## config.mk

```make
export PLATFORM = sky130hd
export DESIGN_NAME = ps2_key_tracker
export DESIGN_NICKNAME = d
export VERILOG_FILES = /design/src/rtl/ps2_key_tracker.sv
export SDC_FILE = /design/constraint.sdc
export NUM_CORES = 1
export LEC_CHECK = 0
export CAP_MARGIN = 20
export CORE_MARGIN = 5
export CORE_UTILIZATION = 35
export CTS_CLUSTER_SIZE = 24
export DETAILED_ROUTE_END_ITERATION = 7
export SYNTH_ARGS = -nofsm -noshare
export SYNTH_HDL_FRONTEND = slang
export SYNTH_SLANG_ARGS = --single-unit
```

## constraint.sdc

```tcl
create_clock -name CLOCK_50 -period 3.6 [get_ports CLOCK_50]
set_clock_uncertainty 0.2 [all_clocks]
set_input_delay 0.72 -clock CLOCK_50 [delete_from_list [all_inputs] [get_ports CLOCK_50]]
set_output_delay 0.72 -clock CLOCK_50 [all_outputs]
set_load 0.02 [all_outputs]
```

## src/rtl/ps2_key_tracker.sv

```systemverilog
// PS/2 Set-2 scan-code decoder behind PS2_Controller: tracks held state of a
// configurable key set and emits registered press/release pulses.
module ps2_key_tracker #(
   parameter int                    NUM_KEYS         = 8,
   parameter logic [9*NUM_KEYS-1:0] KEY_CODES        = {9'h172, 9'h175, 9'h029, 9'h04D,
                                                        9'h023, 9'h01B, 9'h01C, 9'h01D},
   parameter bit                    TYPEMATIC_FILTER = 1'b1,
   parameter int                    TIMEOUT_CYCLES   = 2_500_000
) (
   input  logic                CLOCK_50,
   input  logic                reset,
   input  logic [7:0]          rx_data,
   input  logic                rx_valid,
   output logic [NUM_KEYS-1:0] key_down,
   output logic [NUM_KEYS-1:0] key_press,
   output logic [NUM_KEYS-1:0] key_release,
   output logic                any_down,
   output logic [8:0]          last_code,
   output logic                last_break,
   output logic                protocol_error
);

   localparam int              TMO_W    = $clog2(TIMEOUT_CYCLES + 1);
   localparam logic [TMO_W-1:0] TMO_LAST = TMO_W'(TIMEOUT_CYCLES - 1);

   typedef enum logic [2:0] {
      IDLE,
      EXT,
      BRK,
      EXT_BRK,
      PAUSE
   } state_t;

   state_t              state_q, state_d;
   logic [2:0]          skip_q, skip_d;
   logic [TMO_W-1:0]    tmo_q, tmo_d;
   logic                err_q, err_d;
   logic [NUM_KEYS-1:0] key_down_q, key_down_d;
   logic [NUM_KEYS-1:0] key_press_q, key_press_d;
   logic [NUM_KEYS-1:0] key_release_q, key_release_d;
   logic [NUM_KEYS-1:0] key_match;
   logic                any_down_q, any_down_d;
   logic [8:0]          last_code_q, last_code_d;
   logic                last_break_q, last_break_d;

   logic                done_make;
   logic                done_brk;
   logic [8:0]          done_code;

   // Byte decoder; an arriving byte always takes priority over a timeout.
   always_comb begin
      state_d   = state_q;
      skip_d    = skip_q;
      tmo_d     = tmo_q;
      err_d     = 1'b0;
      done_make = 1'b0;
      done_brk  = 1'b0;
      done_code = 9'h000;
      if (rx_valid) begin
         tmo_d = '0;
         case (state_q)
            IDLE: begin
               case (rx_data)
                  8'hE0: state_d = EXT;
                  8'hF0: state_d = BRK;
                  8'hE1: begin
                     state_d = PAUSE;
                     skip_d  = 3'd7;
                  end
                  8'hAA, 8'hFA, 8'hEE, 8'hFE, 8'h00, 8'hFF: state_d = IDLE;
                  default: begin
                     done_make = 1'b1;
                     done_code = {1'b0, rx_data};
                  end
               endcase
            end
            EXT: begin
               if (rx_data == 8'hE0) begin
                  err_d   = 1'b1;
                  state_d = IDLE;
               end else if (rx_data == 8'hF0) begin
                  state_d = EXT_BRK;
               end else begin
                  done_make = 1'b1;
                  done_code = {1'b1, rx_data};
                  state_d   = IDLE;
               end
            end
            BRK: begin
               state_d = IDLE;
               if (rx_data == 8'hE0 || rx_data == 8'hF0) begin
                  err_d = 1'b1;
               end else begin
                  done_brk  = 1'b1;
                  done_code = {1'b0, rx_data};
               end
            end
            EXT_BRK: begin
               state_d = IDLE;
               if (rx_data == 8'hE0) begin
                  err_d = 1'b1;
               end else begin
                  done_brk  = 1'b1;
                  done_code = {1'b1, rx_data};
               end
            end
            PAUSE: begin
               skip_d = (skip_q == 3'd0) ? 3'd0 : skip_q - 3'd1;
               if (skip_q <= 3'd1) begin
                  state_d = IDLE;
               end
            end
            default: state_d = IDLE;
         endcase
      end else if (state_q != IDLE) begin
         if (tmo_q == TMO_LAST) begin
            err_d   = 1'b1;
            state_d = IDLE;
            skip_d  = 3'd0;
            tmo_d   = '0;
         end else begin
            tmo_d = tmo_q + 1'b1;
         end
      end
   end

   // Every table entry equal to the completed code is updated, so duplicates all follow.
   for (genvar gi = 0; gi < NUM_KEYS; gi++) begin : g_key
      assign key_match[gi]     = (KEY_CODES[gi*9 +: 9] == done_code);
      assign key_down_d[gi]    = (key_match[gi] && done_make) ? 1'b1 :
                                 (key_match[gi] && done_brk)  ? 1'b0 : key_down_q[gi];
      assign key_press_d[gi]   = key_match[gi] && done_make &&
                                 (!key_down_q[gi] || !TYPEMATIC_FILTER);
      assign key_release_d[gi] = key_match[gi] && done_brk && key_down_q[gi];
   end

   always_comb begin
      any_down_d   = |key_down_d;
      last_code_d  = last_code_q;
      last_break_d = last_break_q;
      if (done_make || done_brk) begin
         last_code_d  = done_code;
         last_break_d = done_brk;
      end
   end

   always_ff @(posedge CLOCK_50) begin
      if (reset) begin
         state_q       <= IDLE;
         skip_q        <= 3'd0;
         tmo_q         <= '0;
         err_q         <= 1'b0;
         key_down_q    <= '0;
         key_press_q   <= '0;
         key_release_q <= '0;
         any_down_q    <= 1'b0;
         last_code_q   <= 9'h000;
         last_break_q  <= 1'b0;
      end else begin
         state_q       <= state_d;
         skip_q        <= skip_d;
         tmo_q         <= tmo_d;
         err_q         <= err_d;
         key_down_q    <= key_down_d;
         key_press_q   <= key_press_d;
         key_release_q <= key_release_d;
         any_down_q    <= any_down_d;
         last_code_q   <= last_code_d;
         last_break_q  <= last_break_d;
      end
   end

   assign key_down       = key_down_q;
   assign key_press      = key_press_q;
   assign key_release    = key_release_q;
   assign any_down       = any_down_q;
   assign last_code      = last_code_q;
   assign last_break     = last_break_q;
   assign protocol_error = err_q;

endmodule

```

==> results of run 1 <==
==> synth_stat cells, drive strengths merged, types with 2 or more instances <==
master,number,area (um^2)
dfxtp,64,1281
nor2,58,217.7
nand2,43,161.4
a21oi,27,138.9
o21ai,17,85.08
xor2,14,122.6
clkbuf,13,48.80
and3,12,75.07
nor3,11,55.05
or3,10,67.56
nand4,9,56.30
nor4,9,56.30
inv,8,30.03
nand3,8,40.04
nor3b,7,52.55
a22oi,6,45.04
buf,6,48.79
or2,6,37.53
xnor2,5,43.79
a211oi,4,47.54
a21o,4,38.78
a21boi,3,22.52
and2,3,18.77
ha,3,37.54
nand2b,3,18.77
nand4b,3,26.28
nor2b,3,18.77
or4b,3,30.03
a211o,2,26.28
a31oi,2,33.78
nand3b,2,15.01
nor4b,2,17.52
o21a,2,15.01
o21bai,2,15.01
o311ai,2,17.52
==> cell usage in the layout (no fill, tap or decap), types with 6 or more instances in the layout <==
cell and instances:
buf_4 65, dfxtp_1 64, nor2_1 58, clkdlybuf4s50_1 45, nand2_1 43, a21oi_1 26, o21ai_0 14, xor2_1 14
and3_1 12, nor3_1 11, clkbuf_8 10, nand4_1 9, or3_1 9, inv_1 8, nand3_1 8, nor4_1 8
nor3b_1 7, a22oi_1 6
==> flip-flops by register name (all words and copies together), names as in the netlist <==
signal,flops
protocol_error,1
key_release,8
last_break,1
key_press,8
last_code,9
key_down,8
skip_q,3
tmo_q,22
state_q,3
any_down,1
==> what timing repair did <==
| action | in CTS | in global routing |
|---|---|---|
| setup endpoints to repair | 0 | 2 |
| hold buffers | 0 | 0 |
| resized for setup | 0 | 2 |
==> worst max-delay path by stage <==
stage               start  endpoint  slack [ps]  cells after the start
2_1_floorplan  rx_data[3]  any_down         370                      9
3_3_place_gp   rx_data[2]  any_down        -250                     10
3_5_place_dp   rx_data[2]  any_down        -330                     10
4_1_cts        rx_data[2]  any_down          30                     10
5_1_grt        rx_data[4]  any_down          50                      9
6_report       rx_data[4]  any_down         110                      9
==> per-stage QoR <==
| step | instance area (um^2) | TNS, ps |
|---|---|---|
| floorplan | 3218 | 0 |
| global placement | 4208 | -503.3 |
| detailed placement | 4208 | -899.0 |
| CTS | 4405 | 0 |
| global route | 4414 | 0 |
| finish | 4414 | 0 |
==> layout make-up <==
| class | count | area, um^2 |
|---|---|---|
| multi-input cells | 300 | 1815 |
| flip-flops and latches | 64 | 1281 |
| well taps | 111 | 138.9 |
| clock inverters | 5 | 56.30 |
| fillers | 907 | 4695 |
| clock buffers | 11 | 141.4 |
| repair buffers | 111 | 950.9 |
| inverters | 8 | 30.03 |
==> power groups by stage <==
stage	sequential, mW	clock [mW]	combinational [mW]
CTS	0.717	0.631	0.150
global route	0.717	0.667	0.163
detailed placement	0.733	0	0.148
floorplan	0.740	0	0.0647
finish	0.717	0.614	0.150
global placement	0.733	0	0.148
==> cell families after synthesis <==
kind of cell | share of synthesized area [%]
adders and majority gates | 1.167
xor gates and xnor gates | 5.171
buffers and inverters | 3.966
DFF | 39.81
and+or+nand+nor | 30.83
muxes | 0.3111
AOI/OAI and AO/OA | 18.74
==> tightest hold or removal path: cells and delay by family (launching register included) <==
kind,cells,cell delay (ps)
flops,1,330
compound gates,1,50
simple gates,1,60
==> per-layer routing <==
metal,up-vias,wire length [um]
met3,7,291
li1,1592,-
met1,1486,4217
met5,-,0
met2,56,3704
met4,0,71
==> reports/results.ini, run 1 <==
[clocking]
post-cts-setup-buffers=0
clk_sinks=64
number_of_buffers_added_by_the_clock_tree_synthesis_step=9
cts_tree=done
ctsLongestPathBuffers=2
clk_latency_ps=340
cell_at_the_root_of_the_clock_tree=clkbuf_8
cts.clk_slew.worst_paths_ps=80
cts_htree_levels=3

[yosys]
leading_register_cell_type_out_of_synthesis=dfxtp_1
ys_seq_area_share_pct=39.81
postSynth.asyncResetShare_pct=0
postSynthCellCount=391
syn_area_per_cell_um2=8.230
ys_ff_latch=64
synth_enable_flop_cells=0
synth_area_um2=3218
yosysWarningCount=0
yosys.cell_types.count=62
synth.net_count=405

[grt]
grt_pass1_vias=2996
grtUsageMet1_pct=20.11
met3_capacity_usage_during_global_routing_pct=3.643
met2_track_demand_over_resource_in_global_routing_pct=24.32
groute.usage.overall_pct=14.99
grt_start_max_net_pins=28
initial_antenna_violation_count=0
grt_overflow=0
first_pass_grt_wire_length_um=14000
grt_busiest_layer=met2

[route]
routed_wl_um=8285
drc_errors=0
routed-via-count=3141
post_drt_via_cell_ratio=5.149
detail_route.wl_per_cell_um=13.58
detailedRoute.firstIterationViolations=180
drtAntennaViolNets=0
detailedRoute.firstPassIterationCount=5

[worst_setup_path]
cp_slowest_stage_delay_ps=530
r2r_slack_ps=510
worstPathArrival_ps=3500
regToRegStartpoint=state_q[0]
timing.critical_path.required_ps=3610
cell_by_cell_trace_of_the_critical_path=clkdlybuf4s50_1 > or3_4 > a211oi_4 > a211o_4 > a21oi_2 > or3_1 > o41a_1 > o41ai_2 > o311ai_1
timing.critical_path.slowest_stage_cell=clkdlybuf4s50_1
critical_path.n_buffers_inverters=1
critical_path.startpoint_type=input port
timing.critical_path.to_type=register
reg2regPathDepth=7
reg2reg_to=any_down
worst-path-max-fanout=7
cpLargestDelayFamily=compound AO/OA/AOI/OAI gates
crit_type=in2reg

[min_path]
hp-class=reg2reg
hold-path-endpoint=last_break
timing.hold.worst.start=last_break
min_path_cells=2

[sta]
final.min_clock_period_ps=3488
setup_ws_ps=111.8
drv_slew=0
timing.final.hold_violations=0
worst_slew_margin_rel_pct=53.68
tightestPinTransition_ps=693.2
min_period_over_period_pct=96.90
setup_violations=0
max_freq_ghz=0.2867
finalHoldWorstSlack_ps=281.4
grt_setup_unrepaired=false

[final_layout]
final_net_count=508
final_layout_size_suffix_gt1_share_pct=19.64
antenna_cells_inserted=0
layoutNonFillerInstCount=610
layout.core_utilization_pct=48.46
layout_stage_area_growth_over_the_synthesis_result_pct=37.17

[placed_design]
numPlacedInstances=594
gp_congestion=0.8948
dp_slack_ps=-326.6
hpwl_um=6144
place.port_buffers=46

[pwr]
power.combinational.fraction_pct=10.2
total_leakage_power_nw=1.660
fraction_of_power_consumed_by_sequential_logic_pct=48.4
cellInternalPower_mw=1.121
p_switching_uw=360.2
power-per-cell-area_nw_per_um2=335.6
post-layout-total-power_mw=1.481
sw_frac_of_total_pct=24.31
max-vdd-ir-drop_uv=254.1
p_clk_share_pct=41.5

[floorplan]
initial_utilization_pct=35.33
core_um2=9109
die-height_um=105.9
floorplan.die.width_um=105.9
die_area_um2=11210
std_cell_rows=35
pin_count=47

[run_status]
status=complete, no violations

[run]
max_cap_viol_count=0

Note: power is estimated with default switching activity, not from simulation.
==> inputs of run 2 (changes only) <==
- CTS_CLUSTER_SIZE: 24 -> 30
==> results of run 2 <==
Same layout as run 1: the final DEF is identical, and so are final timing and power.
